$ cat config.mk
export PLATFORM = sky130hd
export DESIGN_NAME = input_route_buffer_flat
export DESIGN_NICKNAME = d
export VERILOG_FILES = /design/src/rtl/input_route_buffer_pkg.sv /design/src/rtl/input_route_buffer_if.sv /design/src/rtl/input_route_buffer_route_compute.sv /design/src/rtl/input_route_buffer.sv /design/src/flat_wrapper.sv
export SDC_FILE = /design/constraint.sdc
export NUM_CORES = 1
export LEC_CHECK = 0
export ABC_AREA = 1
export CAP_MARGIN = 30
export CORE_MARGIN = 4
export CORE_UTILIZATION = 50
export CTS_BUF_LIST = sky130_fd_sc_hd__clkbuf_16
export CTS_CLUSTER_SIZE = 24
export DETAILED_ROUTE_END_ITERATION = 16
export HOLD_SLACK_MARGIN = 0.03
export PLACE_DENSITY = 0.78
export SLEW_MARGIN = 20
export SYNTH_ARGS = -nofsm -noshare
export SYNTH_HDL_FRONTEND = slang
export SYNTH_SLANG_ARGS = --single-unit
$ cat constraint.sdc
create_clock -name clk -period 8.8 [get_ports clk]
set_input_delay 2.2 -clock clk [delete_from_list [all_inputs] [get_ports clk]]
set_output_delay 2.2 -clock clk [all_outputs]
set_load 0.005 [all_outputs]
$ cat src/rtl/input_route_buffer_pkg.sv
// input_route_buffer_pkg: shared widths, depth, flit field offsets and direction codes
package input_route_buffer_pkg;
  localparam int FLIT_SIZE = 82;
  localparam int ROUTE_LEN = 3;
  localparam int DEPTH = 5;
  localparam int COORD_W = 4;
  localparam int CNT_W = $clog2(DEPTH + 1);
  localparam int PTR_W = $clog2(DEPTH);
  localparam int ENTRY_W = FLIT_SIZE + ROUTE_LEN;
  localparam int DST_X_MSB = FLIT_SIZE - 1;
  localparam int DST_Y_MSB = FLIT_SIZE - 1 - COORD_W;
  localparam int DST_Z_MSB = FLIT_SIZE - 1 - 2 * COORD_W;
  typedef enum logic [ROUTE_LEN-1:0] {
    DIR_INJECT = 3'd0,
    DIR_XPOS   = 3'd1,
    DIR_YPOS   = 3'd2,
    DIR_ZPOS   = 3'd3,
    DIR_XNEG   = 3'd4,
    DIR_YNEG   = 3'd5,
    DIR_ZNEG   = 3'd6,
    DIR_EJECT  = 3'd7
  } dir_e;
endpackage

$ cat src/rtl/input_route_buffer_if.sv
// input_route_buffer_if: link-side push and switch-side head/grant signals of one input port
interface input_route_buffer_if;
  import input_route_buffer_pkg::*;
  logic [FLIT_SIZE-1:0] in;
  logic                 in_valid;
  logic                 in_ready;
  logic [FLIT_SIZE-1:0] out;
  logic [ROUTE_LEN-1:0] route_out;
  logic                 out_valid;
  logic                 sw_avail;
  logic [CNT_W-1:0]     count;
  logic                 ovf_err;
  modport master (output in, in_valid, sw_avail, input in_ready, out, route_out, out_valid, count, ovf_err);
  modport slave (input in, in_valid, sw_avail, output in_ready, out, route_out, out_valid, count, ovf_err);
endinterface

$ cat src/rtl/input_route_buffer_route_compute.sv
// route_compute: dimension-ordered X->Y->Z direction for a destination relative to this router
module route_compute
  import input_route_buffer_pkg::*;
#(
  parameter int cur_x = 0,
  parameter int cur_y = 0,
  parameter int cur_z = 0
) (
  input  logic [COORD_W-1:0] dst_x,
  input  logic [COORD_W-1:0] dst_y,
  input  logic [COORD_W-1:0] dst_z,
  output dir_e               route
);
  localparam logic [COORD_W-1:0] CX = COORD_W'(cur_x);
  localparam logic [COORD_W-1:0] CY = COORD_W'(cur_y);
  localparam logic [COORD_W-1:0] CZ = COORD_W'(cur_z);
  // first unresolved dimension decides; all equal means the flit has arrived
  always_comb
    route = dst_x > CX ? DIR_XPOS : dst_x < CX ? DIR_XNEG :
            dst_y > CY ? DIR_YPOS : dst_y < CY ? DIR_YNEG :
            dst_z > CZ ? DIR_ZPOS : dst_z < CZ ? DIR_ZNEG : DIR_EJECT;
endmodule

$ cat src/rtl/input_route_buffer.sv
// input_route_buffer: per-port circular flit FIFO storing a precomputed route beside each flit
module input_route_buffer
  import input_route_buffer_pkg::*;
#(
  parameter int cur_x = 0,
  parameter int cur_y = 0,
  parameter int cur_z = 0
) (
  input logic                 clk,
  input logic                 rst,
  input_route_buffer_if.slave bus
);
  logic [ENTRY_W-1:0] mem [DEPTH];
  logic [PTR_W-1:0]   wr_ptr, rd_ptr;
  logic [CNT_W-1:0]   cnt;
  logic               ovf, full, push, pop;
  dir_e               route;
  route_compute #(.cur_x(cur_x), .cur_y(cur_y), .cur_z(cur_z)) u_route (
    .dst_x(bus.in[DST_X_MSB -: COORD_W]),
    .dst_y(bus.in[DST_Y_MSB -: COORD_W]),
    .dst_z(bus.in[DST_Z_MSB -: COORD_W]),
    .route(route)
  );
  assign full = cnt == CNT_W'(DEPTH);
  assign push = bus.in_valid & ~full;
  assign pop = bus.out_valid & bus.sw_avail;
  assign bus.in_ready = ~full;
  assign bus.out_valid = cnt != '0;
  assign {bus.route_out, bus.out} = mem[rd_ptr];
  assign bus.count = cnt;
  assign bus.ovf_err = ovf;
  // storage is never cleared; stale entries are hidden by out_valid
  always_ff @(posedge clk)
    if (push) mem[wr_ptr] <= {route, bus.in};
  // pointers wrap explicitly since DEPTH need not be a power of two
  always_ff @(posedge clk)
    if (rst) begin
      wr_ptr <= '0;
      rd_ptr <= '0;
      cnt <= '0;
      ovf <= 1'b0;
    end else begin
      if (push) wr_ptr <= wr_ptr == PTR_W'(DEPTH - 1) ? '0 : wr_ptr + 1'b1;
      if (pop) rd_ptr <= rd_ptr == PTR_W'(DEPTH - 1) ? '0 : rd_ptr + 1'b1;
      cnt <= cnt + CNT_W'(push) - CNT_W'(pop);
      ovf <= ovf | (bus.in_valid & full & ~pop);
    end
endmodule

$ cat src/flat_wrapper.sv
// flat-port wrapper written by rule: the top's interface ports become plain ports
module input_route_buffer_flat import input_route_buffer_pkg::*;
#(
  parameter int cur_x = 0,
  parameter int cur_y = 0,
  parameter int cur_z = 0
)
  (clk, rst, bus_in, bus_in_valid, bus_sw_avail, bus_in_ready, bus_out, bus_route_out, bus_out_valid, bus_count, bus_ovf_err);
  input_route_buffer_if bus_i ();
  input logic clk;
  input logic rst;
  input wire logic [$bits(bus_i.in)-1:0] bus_in;
  input wire logic [$bits(bus_i.in_valid)-1:0] bus_in_valid;
  input wire logic [$bits(bus_i.sw_avail)-1:0] bus_sw_avail;
  output wire logic [$bits(bus_i.in_ready)-1:0] bus_in_ready;
  output wire logic [$bits(bus_i.out)-1:0] bus_out;
  output wire logic [$bits(bus_i.route_out)-1:0] bus_route_out;
  output wire logic [$bits(bus_i.out_valid)-1:0] bus_out_valid;
  output wire logic [$bits(bus_i.count)-1:0] bus_count;
  output wire logic [$bits(bus_i.ovf_err)-1:0] bus_ovf_err;
  assign bus_i.in = bus_in;
  assign bus_i.in_valid = bus_in_valid;
  assign bus_i.sw_avail = bus_sw_avail;
  assign bus_in_ready = bus_i.in_ready;
  assign bus_out = bus_i.out;
  assign bus_route_out = bus_i.route_out;
  assign bus_out_valid = bus_i.out_valid;
  assign bus_count = bus_i.count;
  assign bus_ovf_err = bus_i.ovf_err;
  input_route_buffer #(.cur_x(cur_x), .cur_y(cur_y), .cur_z(cur_z)) u_core (.clk(clk), .rst(rst), .bus(bus_i));
endmodule
# Word-level counts from Yosys, hierarchy flattened
# Memories as Yosys holds them, arrays and structs flattened. A register that Yosys moved wholly into a read port is not among the register bits.
# Index checks and enable logic that the tools add are counted.
# totals
regBits	10
ram_bits	425
input_bits	86
out_inout_bits	91
wordCells	38
memories	1
# memory_table
name	words	width	rd	rd_clocked_by_memory_dff	wr	line	rtl
u_core.mem	5	85	1	1	1	input_route_buffer.sv:13	logic [ENTRY_W-1:0] mem [DEPTH];
# op_classes
addsub	4
order_cmp	6
eq_ne	3
n_mux	12
n_bitwise	7
reduce_logical	1
# op_table
operator	count
2-to-1 mux 3 bit	9
greater-than comparator 4 x 1 -> 1 bit, second input constant	3
less-than comparator 4 x 1 -> 1 bit, second input constant	3
== test 3 bit, second input constant	3
adder 3 x 1 -> 3 bit, second input constant	2
bitwise AND 1 bit	4
adder 3 x 1 -> 3 bit	1
2-to-1 mux 1 bit	3
nonzero test 3 bit	1
subtractor 3 x 1 -> 3 bit	1
inverter 1 bit	2
OR 1 bit	1

# Logic depth before layout (Yosys ltp)
# depth
ltp_word	7
ltp_mapped	11
ltp_nobuf	11

# Cells and area by module
# Synthesis repeated with hierarchy kept, for this count alone.
# unflattened
hier_cells	1811
hier_area_um2	18605.3
# modules_own_cells
module	instances	cells_each	area_each_um2	seq_area_each_um2
input_route_buffer	1	1791	18522.8	13022.5
route_compute	1	20	82.6	0.0

# Worst setup path after synthesis
# OpenSTA, ideal clock, no wires.
# synth_timing
path_kind	input to register
start	input port bus_in_valid
end	memory u_core.mem[2][0] (netlist name), enable pin
setup_time_ns	0.633
t_arrival_ns	8.068
required_time_ns	8.167
slack_ns	0.099
stages	2
path_cell_list	nand2_1 nor3_1
# synth_between
elab_chain_len	3
# synth_lines
item	line	rtl
start, declared	flat_wrapper.sv:13	input wire logic [$bits(bus_i.in_valid)-1:0] bus_in_valid;
bitwise AND 1 bit	input_route_buffer.sv:25	assign push = bus.in_valid & ~full;
2-to-1 mux 1 bit	input_route_buffer.sv:34	if (push) mem[wr_ptr] <= {route, bus.in};
2-to-1 mux 1 bit (not written as such)	input_route_buffer.sv:34	
end, declared	input_route_buffer.sv:13	
# No other way between the ends.

==> impl_metrics.env <==
export IMPL_dr_pass1_iters=5
export IMPL_worstPathMaxFanout=78
export IMPL_drt_iter0_drc=872
export IMPL_clk_latency_ns=0.56
export IMPL_htree_levels=2
export IMPL_crit_cells=9
export IMPL_worstSetupPathType="reg2out"
export IMPL_worstPathArrival_ns=3.57
export IMPL_tightest_slew_ns=0.912
export IMPL_wire_per_inst_um=16.6
export IMPL_place_gp_congestion=0.780
export IMPL_placed_area_um2=20700
export IMPL_mostFrequentLayoutCells="nand2_1 (703), edfxtp_1 (425), inv_1 (366), nand3_1 (179), clkdlybuf4s50_1 (176)"
export IMPL_drv_slew=0
export IMPL_io_buffers=176
export IMPL_grt_pass1_vias=12800
export IMPL_synth_area_per_cell_um2=10.3
export IMPL_drc=0
export IMPL_p_per_area_nw_per_um2=278
export IMPL_ir_drop_mv=0.193
export IMPL_cts_buffers=44
export IMPL_crit_top_cell="nand2_1"
export IMPL_finalCritPeriodShare=0.656
export IMPL_ctsResizeCount=0
export IMPL_start_util=0.507
export IMPL_core_um2=36600
export IMPL_cts_hold_buffers=0
export IMPL_cpPeakStageDelay_ns=0.92
export IMPL_ys_seq_area_frac=0.701
export IMPL_die_h_um=201
export IMPL_maxSlewHeadroom=0.392
export IMPL_cts_tree="done"
export IMPL_antenna_found_initial=3
export IMPL_dp_hpwl_mm=23.4
export IMPL_ant_nets=0
export IMPL_setup_tns_final_ns=0
export IMPL_yosysWarnings=0
export IMPL_min_path_type="reg2reg"
export IMPL_antenna_cells=0
export IMPL_grt_pass1_wl_mm=65.8
export IMPL_vias=12300
export IMPL_syn_cell_area_um2=18600
export IMPL_reg2reg_to="u_core.mem[0][43]"
export IMPL_synthDistinctLibCells=21
export IMPL_std_cell_rows=70
export IMPL_final_common_cell="nand2_1"
export IMPL_syn_inst=1803
export IMPL_status="completed"
export IMPL_grt_setup_unrepaired="false"
export IMPL_placedCellCount=2388
export IMPL_cts_sinks=438
export IMPL_layout_drive_gt1_share=0.0420
export IMPL_setup_viol=0
export IMPL_overflow=0
export IMPL_crit_end="bus_out[79]"
export IMPL_final_cell_area_um2=22100
export IMPL_fin_cells=2467
export IMPL_cts_setup_buffers=0
export IMPL_grt_start_max_net_pins=95
export IMPL_max_cap_viol_count=0
export IMPL_max_freq_ghz=0.173
export IMPL_clkTransAtPathRegs_ns=0.06
export IMPL_wl_mm=40.9
export IMPL_cp_top_family="buffers and inverters"
export IMPL_dieArea_um2=40300
export IMPL_fin_crit_ns=5.77
export IMPL_crit_path_cell_trace="inv_6, buf_4, buf_16, nand2_1, nand3_1, nand2_1, nand2_1, nand2_1, clkdlybuf4s50_1"
export IMPL_power_leakage_nw=9.69
export IMPL_die_w_um=201
export IMPL_area_delta_synth_final_pct=18.9
export IMPL_whs_ns=0.462
export IMPL_final_nets=2062
export IMPL_r2r_cells=8
export IMPL_track_usage=0.202
export IMPL_ys_ff_latch=438
export IMPL_cp_slowest_cell="dfxtp_4"
export IMPL_critical_path_required_ns=6.60
export IMPL_final_setup_skew_ns=0.0177
export IMPL_cts_root_buf="clkbuf_16"
export IMPL_cts_path_max_buffers=3
export IMPL_viasPerCell=4.97
export IMPL_start_kind="flop"
export IMPL_syn_num_nets=1896
export IMPL_critPathBufInv=4
export IMPL_io_pins=177
export IMPL_end_kind="output port"
export IMPL_final_hold_viol_count=0
export IMPL_r2r_setup_slack_ns=5.75
export IMPL_rr_startpoint="u_core.bus.count[1]"
[cells by family (layout without fill, tap and decap cells)]
logic type	after synthesis	count (layout)	synth area share
adder cells (fa/ha/maj)	7	7	0.00512
AND/OR/NAND/NOR	918	918	0.198
buffers and inverters	437	633	0.0948
flip-flops	438	438	0.701
AO/OA/AOI/OAI	3	3	0.000808
[cells in the mapped netlist]
cell | instances | area (um^2)
buf_6 | 1 | 11.3
nand3b_1 | 1 | 7.51
edfxtp_1 | 425 | 12800
clkbuf_1 | 18 | 67.6
a21oi_1 | 3 | 15.0
nor3_1 | 3 | 15.0
buf_8 | 1 | 15.0
inv_4 | 1 | 6.26
inv_1 | 358 | 1340
nand2_1 | 703 | 2640
ha_1 | 6 | 75.1
nor2_1 | 29 | 109
fa_1 | 1 | 20.0
dfxtp_1 | 13 | 260
nand4_1 | 1 | 6.26
inv_2 | 3 | 11.3
buf_2 | 43 | 215
or2_2 | 1 | 6.26
buf_4 | 12 | 90.1
nand3_1 | 179 | 896
nor4_1 | 1 | 6.26
[metal layers]
metal	routed length, um	share of wire	track usage
met1	17100	0.42	0.261
met2	20500	0.50	0.353
met3	2630	0.064	0.0407
met4	661	0.016	0.0526
met5	41	0.0010	0
[sequential cells by signal (all words and copies together), names as in the netlist, named ones only]
signal	count
u_core.bus.ovf_err	1
u_core.rd_ptr	3
u_core.mem	425
u_core.bus.count	3
u_core.wr_ptr	3
[worst min path at each step]
| stage | startpoint | to | slack [ns] | cells past startpoint |
|---|---|---|---|---|
| 3_3_place_gp | u_core.bus.ovf_err | u_core.bus.ovf_err | 0.45 | 2 |
| 3_5_place_dp | u_core.bus.ovf_err | u_core.bus.ovf_err | 0.45 | 2 |
| 4_1_cts | u_core.bus.ovf_err | u_core.bus.ovf_err | 0.46 | 2 |
| 6_report | u_core.bus.ovf_err | u_core.bus.ovf_err | 0.46 | 2 |
| 2_1_floorplan | u_core.bus.ovf_err | u_core.bus.ovf_err | 0.44 | 2 |
| 5_1_grt | u_core.bus.ovf_err | u_core.bus.ovf_err | 0.49 | 2 |
[worst min-delay path, stage by stage, from the launching register on]
cell     delay [ns]
dfxtp_1        0.31
inv_1          0.05
a21oi_1        0.05
[metrics by stage]
stage	power, W	worst slack, ns	utilization
after floorplan	0.00356	0.0986	-
after global placement	0.00444	3.45	0.565
after detailed placement	0.00448	3.53	0.566
after CTS	0.00617	2.94	0.601
after global routing	0.00650	2.73	0.604
final	0.00613	3.03	0.604
[final cells by class]
| cell class | count | area, um^2 |
|---|---|---|
| tap | 468 | 586 |
| timing repair buffer | 195 | 1990 |
| clock inverter | 32 | 191 |
| sequential | 438 | 13000 |
| fill | 2827 | 14500 |
| clock buffer | 44 | 1100 |
| multi-input combinational | 928 | 3830 |
| inverter | 362 | 1370 |
[report_power, final]
part	internal, W	switching, W	leakage [nW]	total [W]
clock	0.000938	0.000746	0.657	0.00168
sequential	0.00245	0.0000981	4.00	0.00255
combinational	0.000837	0.00106	5.04	0.00190
(Power assumes the default switching activity.)
